==> config.mk <==
export PLATFORM = sky130hd
export DESIGN_NAME = vth_level_detector_flat
export DESIGN_NICKNAME = d
export VERILOG_FILES = /design/src/rtl/nvm_chan_pkg.sv /design/src/rtl/vth_level_detector_if.sv /design/src/rtl/vth_quantizer.sv /design/src/rtl/vth_level_detector.sv /design/src/flat_wrapper.sv
export SDC_FILE = /design/constraint.sdc
export NUM_CORES = 1
export LEC_CHECK = 0
export BUFFER_PORTS_ARGS = -buffer_cell sky130_fd_sc_hd__buf_2
export CORE_AREA = 2 2 104 106
export DETAILED_ROUTE_END_ITERATION = 12
export DIE_AREA = 0 0 106 108
export PLACE_DENSITY = 0.52
export SETUP_SLACK_MARGIN = 0.05
export SLEW_MARGIN = 40
export SYNTH_ARGS = -nofsm -noshare
export SYNTH_HDL_FRONTEND = slang
export SYNTH_SLANG_ARGS = --single-unit
export TNS_END_PERCENT = 30
==> constraint.sdc <==
create_clock -name clk -period 3.5 [get_ports clk]
set_input_delay 0 -clock clk [delete_from_list [all_inputs] [get_ports clk]]
set_output_delay 0 -clock clk [all_outputs]
set_load 0.01 [all_outputs]
==> src/rtl/nvm_chan_pkg.sv <==
// Shared types and helpers for the NVM channel model read-back path.
// Vth values are unsigned 16-bit, scaled by 2^11 per volt.
package nvm_chan_pkg;

  typedef logic [1:0] level_t;

  typedef enum logic [1:0] {IDLE, RUN, DRAIN, DONE} state_t;

  localparam int unsigned VTH_SCALE = 2048;
  localparam logic [15:0] RD_T1_DEF = 16'(1 * VTH_SCALE);
  localparam logic [15:0] RD_T2_DEF = 16'(3 * VTH_SCALE);
  localparam logic [15:0] RD_T3_DEF = 16'(5 * VTH_SCALE);

  // Adjacent levels differ in exactly one bit.
  function automatic logic [1:0] gray_of(level_t lvl);
    logic [1:0] g;
    case (lvl)
      2'd0:    g = 2'b11;
      2'd1:    g = 2'b10;
      2'd2:    g = 2'b00;
      default: g = 2'b01;
    endcase
    return g;
  endfunction

  function automatic logic [1:0] popcount2(logic [1:0] v);
    return {1'b0, v[1]} + {1'b0, v[0]};
  endfunction

endpackage

==> src/rtl/vth_level_detector_if.sv <==
// Cell stream in, per-cell result and frame error totals out.
interface vth_level_detector_if #(
  parameter int ERR_W = 16
) ();
  import nvm_chan_pkg::*;

  logic             start;
  logic             in_valid;
  logic [31:0]      in_data;
  level_t           in_level;
  logic             out_valid;
  level_t           out_level;
  logic [1:0]       out_bit_err;
  logic             busy;
  logic             done;
  logic [ERR_W-1:0] bit_err_count;
  logic [ERR_W-1:0] sym_err_count;

  modport master (
    output start, in_valid, in_data, in_level,
    input  out_valid, out_level, out_bit_err, busy, done, bit_err_count, sym_err_count
  );

  modport slave (
    input  start, in_valid, in_data, in_level,
    output out_valid, out_level, out_bit_err, busy, done, bit_err_count, sym_err_count
  );

endinterface

==> src/rtl/vth_quantizer.sv <==
// Three-threshold hard-decision slicer; equality resolves to the upper level.
module vth_quantizer
  import nvm_chan_pkg::*;
#(
  parameter logic [15:0] T1 = RD_T1_DEF,
  parameter logic [15:0] T2 = RD_T2_DEF,
  parameter logic [15:0] T3 = RD_T3_DEF
) (
  input  logic [15:0] vth_i,
  output level_t      level_o,
  output logic [1:0]  gray_o
);

  always_comb begin
    level_o = 2'd0;
    if (vth_i >= T3)      level_o = 2'd3;
    else if (vth_i >= T2) level_o = 2'd2;
    else if (vth_i >= T1) level_o = 2'd1;
    gray_o = gray_of(level_o);
  end

endmodule

==> src/rtl/vth_level_detector.sv <==
// Frame-based MLC read-back: slice, Gray-compare, accumulate bit/symbol errors.
//   state | meaning
//   IDLE  | counters hold last frame, wait for start
//   RUN   | accept cells until FRAME_LEN taken
//   DRAIN | 2 cycles for the last cells to reach the counters
//   DONE  | done pulse, totals final
module vth_level_detector
  import nvm_chan_pkg::*;
#(
  parameter logic [15:0] RD_T1     = RD_T1_DEF,
  parameter logic [15:0] RD_T2     = RD_T2_DEF,
  parameter logic [15:0] RD_T3     = RD_T3_DEF,
  parameter int          FRAME_LEN = 1024,
  parameter int          ERR_W     = 16
) (
  input logic            clk,
  input logic            reset,
  vth_level_detector_if.slave bus
);

  localparam int CNT_W = (FRAME_LEN > 1) ? $clog2(FRAME_LEN) : 1;
  localparam logic [CNT_W-1:0] LAST_CELL = CNT_W'(FRAME_LEN - 1);
  localparam logic [ERR_W-1:0] ERR_MAX = '1;

  state_t           state_q;
  logic [CNT_W-1:0] cell_cnt_q;
  logic             drain_cnt_q;
  logic             busy_q, done_q;

  level_t           det_level;
  logic [1:0]       det_gray;
  logic             accept;

  logic             s1_valid_q;
  level_t           s1_level_q, s1_wr_level_q;
  logic [1:0]       s1_gray_q;

  logic             out_valid_q;
  level_t           out_level_q;
  logic [1:0]       out_bit_err_q;
  logic [ERR_W-1:0] bit_cnt_q, sym_cnt_q;

  logic [1:0]       bit_err_d;
  logic             sym_err_d;
  logic [ERR_W:0]   bit_sum_d;
  logic [ERR_W-1:0] bit_cnt_d, sym_cnt_d;
  logic             unused_erased;

  assign unused_erased = ^bus.in_data[15:0];
  assign accept = (state_q == RUN) && bus.in_valid;

  vth_quantizer #(.T1(RD_T1), .T2(RD_T2), .T3(RD_T3)) u_quant (
    .vth_i   (bus.in_data[31:16]),
    .level_o (det_level),
    .gray_o  (det_gray)
  );

  always_ff @(posedge clk or posedge reset) begin
    if (reset) begin
      state_q     <= IDLE;
      cell_cnt_q  <= '0;
      drain_cnt_q <= 1'b0;
      busy_q      <= 1'b0;
      done_q      <= 1'b0;
    end else begin
      case (state_q)
        IDLE: if (bus.start) begin
          state_q    <= RUN;
          cell_cnt_q <= '0;
          busy_q     <= 1'b1;
        end
        RUN: if (accept) begin
          if (cell_cnt_q == LAST_CELL) begin
            state_q     <= DRAIN;
            drain_cnt_q <= 1'b0;
          end else begin
            cell_cnt_q <= cell_cnt_q + 1'b1;
          end
        end
        DRAIN: begin
          if (drain_cnt_q) begin
            state_q <= DONE;
            busy_q  <= 1'b0;
            done_q  <= 1'b1;
          end else begin
            drain_cnt_q <= 1'b1;
          end
        end
        DONE: begin
          state_q <= IDLE;
          done_q  <= 1'b0;
        end
        default: state_q <= IDLE;
      endcase
    end
  end

  always_ff @(posedge clk or posedge reset) begin
    if (reset) begin
      s1_valid_q    <= 1'b0;
      s1_level_q    <= '0;
      s1_wr_level_q <= '0;
      s1_gray_q     <= '0;
    end else begin
      s1_valid_q <= accept;
      if (accept) begin
        s1_level_q    <= det_level;
        s1_gray_q     <= det_gray;
        s1_wr_level_q <= bus.in_level;
      end
    end
  end

  // Saturating accumulation; the overflow bit of the sum flags a clamp.
  always_comb begin
    bit_err_d = popcount2(s1_gray_q ^ gray_of(s1_wr_level_q));
    sym_err_d = (s1_level_q != s1_wr_level_q);
    bit_sum_d = {1'b0, bit_cnt_q} + {{(ERR_W-1){1'b0}}, bit_err_d};
    bit_cnt_d = bit_sum_d[ERR_W] ? ERR_MAX : bit_sum_d[ERR_W-1:0];
    sym_cnt_d = (sym_cnt_q == ERR_MAX) ? sym_cnt_q : sym_cnt_q + 1'b1;
  end

  always_ff @(posedge clk or posedge reset) begin
    if (reset) begin
      out_valid_q   <= 1'b0;
      out_level_q   <= '0;
      out_bit_err_q <= '0;
      bit_cnt_q     <= '0;
      sym_cnt_q     <= '0;
    end else begin
      out_valid_q <= s1_valid_q;
      if (s1_valid_q) begin
        out_level_q   <= s1_level_q;
        out_bit_err_q <= bit_err_d;
      end
      if (state_q == IDLE && bus.start) begin
        bit_cnt_q <= '0;
        sym_cnt_q <= '0;
      end else if (s1_valid_q) begin
        bit_cnt_q <= bit_cnt_d;
        if (sym_err_d) sym_cnt_q <= sym_cnt_d;
      end
    end
  end

  assign bus.out_valid     = out_valid_q;
  assign bus.out_level     = out_level_q;
  assign bus.out_bit_err   = out_bit_err_q;
  assign bus.busy          = busy_q;
  assign bus.done          = done_q;
  assign bus.bit_err_count = bit_cnt_q;
  assign bus.sym_err_count = sym_cnt_q;

endmodule

==> src/flat_wrapper.sv <==
// flat-port wrapper written by rule: the top's interface ports become plain ports
module vth_level_detector_flat import nvm_chan_pkg::*;
#(
  parameter logic [15:0] RD_T1     = RD_T1_DEF,
  parameter logic [15:0] RD_T2     = RD_T2_DEF,
  parameter logic [15:0] RD_T3     = RD_T3_DEF,
  parameter int          FRAME_LEN = 1024,
  parameter int          ERR_W     = 16
)
  (clk, reset, bus_start, bus_in_valid, bus_in_data, bus_in_level, bus_out_valid, bus_out_level, bus_out_bit_err, bus_busy, bus_done, bus_bit_err_count, bus_sym_err_count);
  vth_level_detector_if #(.ERR_W(ERR_W)) bus_i ();
  input logic clk;
  input logic reset;
  input wire logic [$bits(bus_i.start)-1:0] bus_start;
  input wire logic [$bits(bus_i.in_valid)-1:0] bus_in_valid;
  input wire logic [$bits(bus_i.in_data)-1:0] bus_in_data;
  input wire logic [$bits(bus_i.in_level)-1:0] bus_in_level;
  output wire logic [$bits(bus_i.out_valid)-1:0] bus_out_valid;
  output wire logic [$bits(bus_i.out_level)-1:0] bus_out_level;
  output wire logic [$bits(bus_i.out_bit_err)-1:0] bus_out_bit_err;
  output wire logic [$bits(bus_i.busy)-1:0] bus_busy;
  output wire logic [$bits(bus_i.done)-1:0] bus_done;
  output wire logic [$bits(bus_i.bit_err_count)-1:0] bus_bit_err_count;
  output wire logic [$bits(bus_i.sym_err_count)-1:0] bus_sym_err_count;
  assign bus_i.start = bus_start;
  assign bus_i.in_valid = bus_in_valid;
  assign bus_i.in_data = bus_in_data;
  assign bus_i.in_level = bus_in_level;
  assign bus_out_valid = bus_i.out_valid;
  assign bus_out_level = bus_i.out_level;
  assign bus_out_bit_err = bus_i.out_bit_err;
  assign bus_busy = bus_i.busy;
  assign bus_done = bus_i.done;
  assign bus_bit_err_count = bus_i.bit_err_count;
  assign bus_sym_err_count = bus_i.sym_err_count;
  vth_level_detector #(.RD_T1(RD_T1), .RD_T2(RD_T2), .RD_T3(RD_T3), .FRAME_LEN(FRAME_LEN), .ERR_W(ERR_W)) u_core (.clk(clk), .reset(reset), .bus(bus_i));
endmodule
# == After elaboration in Yosys (flattened, before gate mapping) ==
# Index checks and enable logic that the tools add are counted.
# word_totals
out_inout_bits,39
regBits,59
word_cells,84
input_bits,38
# classes
muxes,29
bitwise,1
reduce_logical,17
n_eq_ne,16
n_addsub,4
magnitude_cmp,3
# ops
op,count
two-way mux 16 bit,7
two-way mux 10 bit,3
one-hot mux 10 bit (2 select lines),1
adder 16 x 2 -> 17 bit,1
adder 16 x 1 -> 16 bit (second input constant),1
equality test 16 bit (second input constant),1
>= comparator 16 x 12 -> 1 bit (second input constant),1
>= comparator 16 x 13 -> 1 bit (second input constant),1
>= comparator 16 x 14 -> 1 bit (second input constant),1
two-way mux 2 bit,6
one-hot mux 2 bit (3 select lines),2
nonzero test 2 bit,6
adder 10 x 1 -> 10 bit (second input constant),1
equality test 10 bit (second input constant),1
AND reduction 3 bit,3
equality test 2 bit (second input constant),4
!= test 2 bit (second input constant),4
one-hot mux 2 bit (4 select lines),1
AND reduction 4 bit,2
equality test 2 x 1 -> 1 bit (second input constant),3
logical NOT 2 bit,3
two-way mux 1 bit,6
one-hot mux 1 bit (2 select lines),3
!= test 2 x 1 -> 1 bit (second input constant),2
5 further kinds,6

# == Longest topological paths before layout ==
# logic_depth
ltp_word,8
mapped_depth,14
ltp_nobuf,14

# == Cells and area by module ==
# A second synthesis with hierarchy kept.
# unflattened
cells_unflattened,356
area_unflattened_um2,3454.6
# by_module_without_submodules
module,cells_each,seq_area_each_um2,n_inst,area_each_um2
vth_level_detector,347,1476.4,1,3384.5
vth_quantizer,9,0.0,1,70.1

# == Worst setup path after synthesis ==
# No wires, ideal clock.
# synth_path
path_type,reg2reg
from,register u_core.s1_wr_level_q[0]
to,"register u_core.bit_cnt_q[3], in the netlist u_core.bus.bit_err_count[3]"
arrival_ps,2622
setup_ps,65
stages_incl_launch_ff,15
n_path_buf,1
period_less_slack_ps,2687
required_ps,3435
setup_slack_ps,813
cell_sequence,dfrtp_1 > inv_1 > ha_1 > nor2_1 > nor2_1 > xor2_1 > ha_1 > ha_1 > inv_1 > fa_1 > nor3_4 > nand3_2 > buf_2 > a31oi_1 > o211a_1
# synth_between
elab_chain_len,8
word_cells_on_any_way,10
classes_between,add/sub: 2; eq/ne: 2; mux: 4; bitwise: 1; reduce/logical: 1
# synth_rtl
element,line_no,text
"start, declared",vth_level_detector.sv:35,"level_t s1_level_q, s1_wr_level_q;"
"start signal, assigned",vth_level_detector.sv:109,s1_wr_level_q <= bus.in_level;
"equality test 2 bit, or another cell as far along",nvm_chan_pkg.sv:17,case (lvl)
one-hot mux 2 bit (3 select lines) (*),nvm_chan_pkg.sv:17,
XOR 2 bit (*),vth_level_detector.sv:116,bit_err_d = popcount2(s1_gray_q ^ gray_of(s1_wr_level_q));
adder 1 x 1 -> 2 bit (*),nvm_chan_pkg.sv:27,"return {1'b0, v[1]} + {1'b0, v[0]};"
via u_core.bit_err_d[0],vth_level_detector.sv:43,logic [1:0] bit_err_d;
adder 16 x 2 -> 17 bit (*),vth_level_detector.sv:118,"bit_sum_d = {1'b0, bit_cnt_q} + {{(ERR_W-1){1'b0}}, bit_err_d};"
two-way mux 16 bit (*),vth_level_detector.sv:119,bit_cnt_d = bit_sum_d[ERR_W] ? ERR_MAX : bit_sum_d[ERR_W-1:0];
two-way mux 16 bit (*),vth_level_detector.sv:139,end else if (s1_valid_q) begin
two-way mux 16 bit (*),vth_level_detector.sv:136,if (state_q == IDLE && bus.start) begin
"end signal, assigned",vth_level_detector.sv:140,bit_cnt_q <= bit_cnt_d;
"end, declared",vth_level_detector.sv:41,"logic [ERR_W-1:0] bit_cnt_q, sym_cnt_q;"
# The timed path passes the listed nets; every way through them passes the cells marked *. The select of a mux whose other input is x is not followed.
# A chain may end at the register's enable or synchronous reset.

# == Worst setup path after layout ==
# layout_path
from,register u_core.s1_wr_level_q[0]
to,"register u_core.bit_cnt_q[5], in the netlist u_core.bus.bit_err_count[5]"
# Same word-level chain as after synthesis.

==> results by group <==
Cells and area
  – Commonest non-fill, non-tap cell in the layout: dfrtp_1
  – Nets: 435
  – Commonest non-fill, non-tap cells in the layout: dfrtp_1, buf_2, nand2_1
  – Synth-to-Final Area Change: 20.4%
  – Share of cells above drive strength 1: 21.6%
  – # diodes: 0
  – Non-filler cells, final: 524

Synthesis
  – Ys async rst share: 100%
  – Post-Synthesis Cells: 324
  – Yosys warns: 0
  – Number of distinct library cells after synthesis: 54
  – Post-synthesis net count: 375
  – Syn avg cell area: 9.94 sq um
  – Sequential area share after synthesis: 45.8%
  – Mapped Area: 3220 sq um
  – Ys flop type: dfrtp_1
  – Synthesized flop and latch total: 59
  – EDFF count, synth: 0

Die
  – Core box area: 10200 sq um
  – Die area: 11400 sq um
  – Starting Density: 31.5%
  – IO Pins: 77
  – Die Span Y: 108 um
  – Row count: 37
  – Width of the chip: 106 um

Global route
  – Initial antenna violation count: 0
  – GR Overflow Total: 0
  – Largest net degree at the start of global routing: 39
  – First-pass GRT wire length: 12.6 mm
  – Vias in the first global route: 2570
  – Global-route usage over all layers: 13.8%

Power
  – Power Total: 2550 uW
  – Leak pwr: 0.00183 uW
  – PwrDens: 657 nW/um^2
  – Peak supply drop: 289 uV

STA
  – Fmax: 0.324 GHz
  – Worst Slack Setup Final: 0.409 ns
  – Layout Skew: 0.00902 ns
  – Worst slew margin: 46.0%
  – Slew Limit Fails: 0
  – RSZ-0062 raised after global routing: false
  – Period Utilization, post-route: 88.3%
  – Slew of the pin with the lowest slew margin: 0.811 ns
  – Min Hold Slack: 0.0505 ns
  – Final setup TNS: 0 ns
  – Final setup vio count: 0
  – Final hold vios: 0
  – Fin crit period: 3.09 ns

Routing
  – Remaining antenna violation count after routing: 0
  – Routed len/inst: 13.9 um
  – Drt initial violations: 106
  – DRC Markers: 0
  – Via Count: 2634
  – Vias per cell: 5.03
  – Drt first pass iters: 4
  – DRT Wirelength: 7.28 mm

Clock network
  – Clk Latency, worst-skew pair: 0.35 ns
  – Clock Sink Count: 59
  – Htree depth: 3
  – Clk slew on worst S/H paths: 0.07 ns
  – Num CTS Buffers: 9
  – Clock Path Buffers: 2
  – CTS tree: built
  – Postcts setup bufs: 0
  – CTS root buffer: clkbuf_8

Setup path
  – Startpoint Class: register
  – Worst Path Required: 3.79 ns
  – Flop-to-flop setup slack: 0.41 ns
  – CP endpoint kind: register
  – CP Max Fanout: 13
  – WP data arrival: 3.38 ns
  – WS Path Type: reg -> reg

Worst hold path
  – Worst Hold Class: in -> reg

Outcome
  – Status: complete, no violations

Placement
  – Placed instance count: 501
  – Post-DP HPWL: 5.11 mm
  – GP Congestion: 0.744
  – I/O Buffers: 49
  – Post-place setup slack: 0.437 ns

Flow run
  – Max-cap violations: 0
==> per-stage QoR <==
stage / instance area [sq um] / util, %
2_1_floorplan: 3220 / -
3_3_place_gp: 3600 / 35.2
3_5_place_dp: 3600 / 35.2
4_1_cts: 3880 / 37.9
5_1_grt: 3880 / 37.9
6_report: 3880 / 37.9
==> repair_timing <==
item / in CTS / in global routing
hold buffers: 8 / 0
endpoints found under the hold margin: 42 / 0
gates resized for setup: 0 / 0
==> logic make-up after synthesis <==
group / after synthesis / synth area share [%]
simple gates: 128 / 22.6
buf+inv: 29 / 3.61
mux: 7 / 2.41
xor+xnor: 19 / 5.17
compound gates: 69 / 15.1
fa+ha+maj: 13 / 5.28
flops: 59 / 45.8
==> synth_stat cells (all sizes together), types with 2 or more instances <==
| library cell | count | share of area, % |
|---|---|---|
| a2111oi | 2 | 0.93 |
| a211oi | 3 | 0.70 |
| a21oi | 8 | 1.4 |
| a31oi | 12 | 2.3 |
| a41oi | 2 | 0.54 |
| and2 | 6 | 1.2 |
| and3 | 8 | 1.6 |
| and4 | 5 | 1.4 |
| buf | 4 | 0.70 |
| clkbuf | 5 | 0.58 |
| dfrtp | 59 | 46 |
| ha | 12 | 4.7 |
| inv | 19 | 2.2 |
| mux2 | 6 | 2.1 |
| nand2 | 29 | 3.4 |
| nand3 | 20 | 3.4 |
| nand3b | 3 | 0.70 |
| nand4 | 7 | 1.6 |
| nor2 | 23 | 2.7 |
| nor2b | 4 | 0.78 |
| nor3 | 13 | 2.4 |
| nor4b | 3 | 1.9 |
| o211a | 3 | 0.93 |
| o21a | 3 | 0.70 |
| o21ai | 23 | 3.8 |
| o221ai | 2 | 0.54 |
| or4 | 4 | 0.93 |
| xnor2 | 13 | 3.5 |
| xor2 | 6 | 1.6 |
==> registers in the layout, indices dropped and copies added, names as in the netlist <==
signal and flops:
u_core.s1_valid_q 1, u_core.bus.out_bit_err 2, u_core.bus.sym_err_count 16, u_core.s1_wr_level_q 2
u_core.bus.out_level 2, u_core.s1_level_q 2, u_core.s1_gray_q 2, u_core.bus.bit_err_count 16
u_core.state_q 2, u_core.bus.busy 1, u_core.bus.done 1, u_core.drain_cnt_q 1
u_core.bus.out_valid 1, u_core.cell_cnt_q 10
==> layer usage <==
layer  GRT usage (%)  share of wire, %  up-vias
li1                -                 -     1301
met1            18.4                49     1266
met2            21.2                45       55
met3            3.62               4.9       12
met4            6.30               1.9        0
met5               0                 0        -
==> report_power, final <==
group | internal (uW) | switching [uW]
Clock | 363 | 267
Combinational | 367 | 558
Sequential | 826 | 165
Total | 1560 | 990
==> critical path, stage by stage, from the launching register on <==
cell and delay, ns:
dfrtp_1 0.42, inv_1 0.08, ha_1 0.20, nor2_1 0.08, nor2_1 0.06, xor2_1 0.14
ha_1 0.31, ha_1 0.17, inv_1 0.06, fa_1 0.43, nor3_4 0.31, nand3_2 0.31
a41oi_1 0.30, o211a_1 0.16
==> path summary, 6_finish.rpt <==
path                                                             from                                        to  cells after the start
worst max-delay path              u_core.s1_wr_level_q[0]$_DFFE_PP0P_   u_core.bus.bit_err_count[5]$_DFFE_PP0P_                     13
worst min-delay path                                  bus_in_data[27]          u_core.s1_level_q[1]$_DFFE_PP0P_                      4
worst max register to register    u_core.s1_wr_level_q[0]$_DFFE_PP0P_   u_core.bus.bit_err_count[5]$_DFFE_PP0P_                     13
worst min register to register  u_core.bus.out_bit_err[0]$_DFFE_PP0P_     u_core.bus.out_bit_err[0]$_DFFE_PP0P_                      1
max in group asynchronous                                       reset  u_core.bus.sym_err_count[13]$_DFFE_PP0P_                      4
min in group asynchronous                                       reset     u_core.bus.out_bit_err[0]$_DFFE_PP0P_                      3
==> cell type report <==
| class | instances | area, sq um |
|---|---|---|
| Multi-Input combinational cell | 236 | 1630 |
| Fill cell | 1047 | 6350 |
| Timing Repair Buffer | 58 | 333 |
| Clock inverter | 2 | 35.0 |
| Tap cell | 136 | 170 |
| Sequential cell | 59 | 1480 |
| Inverter | 20 | 77.6 |
| Clock buffer | 13 | 159 |
(Power assumes the default switching activity.)
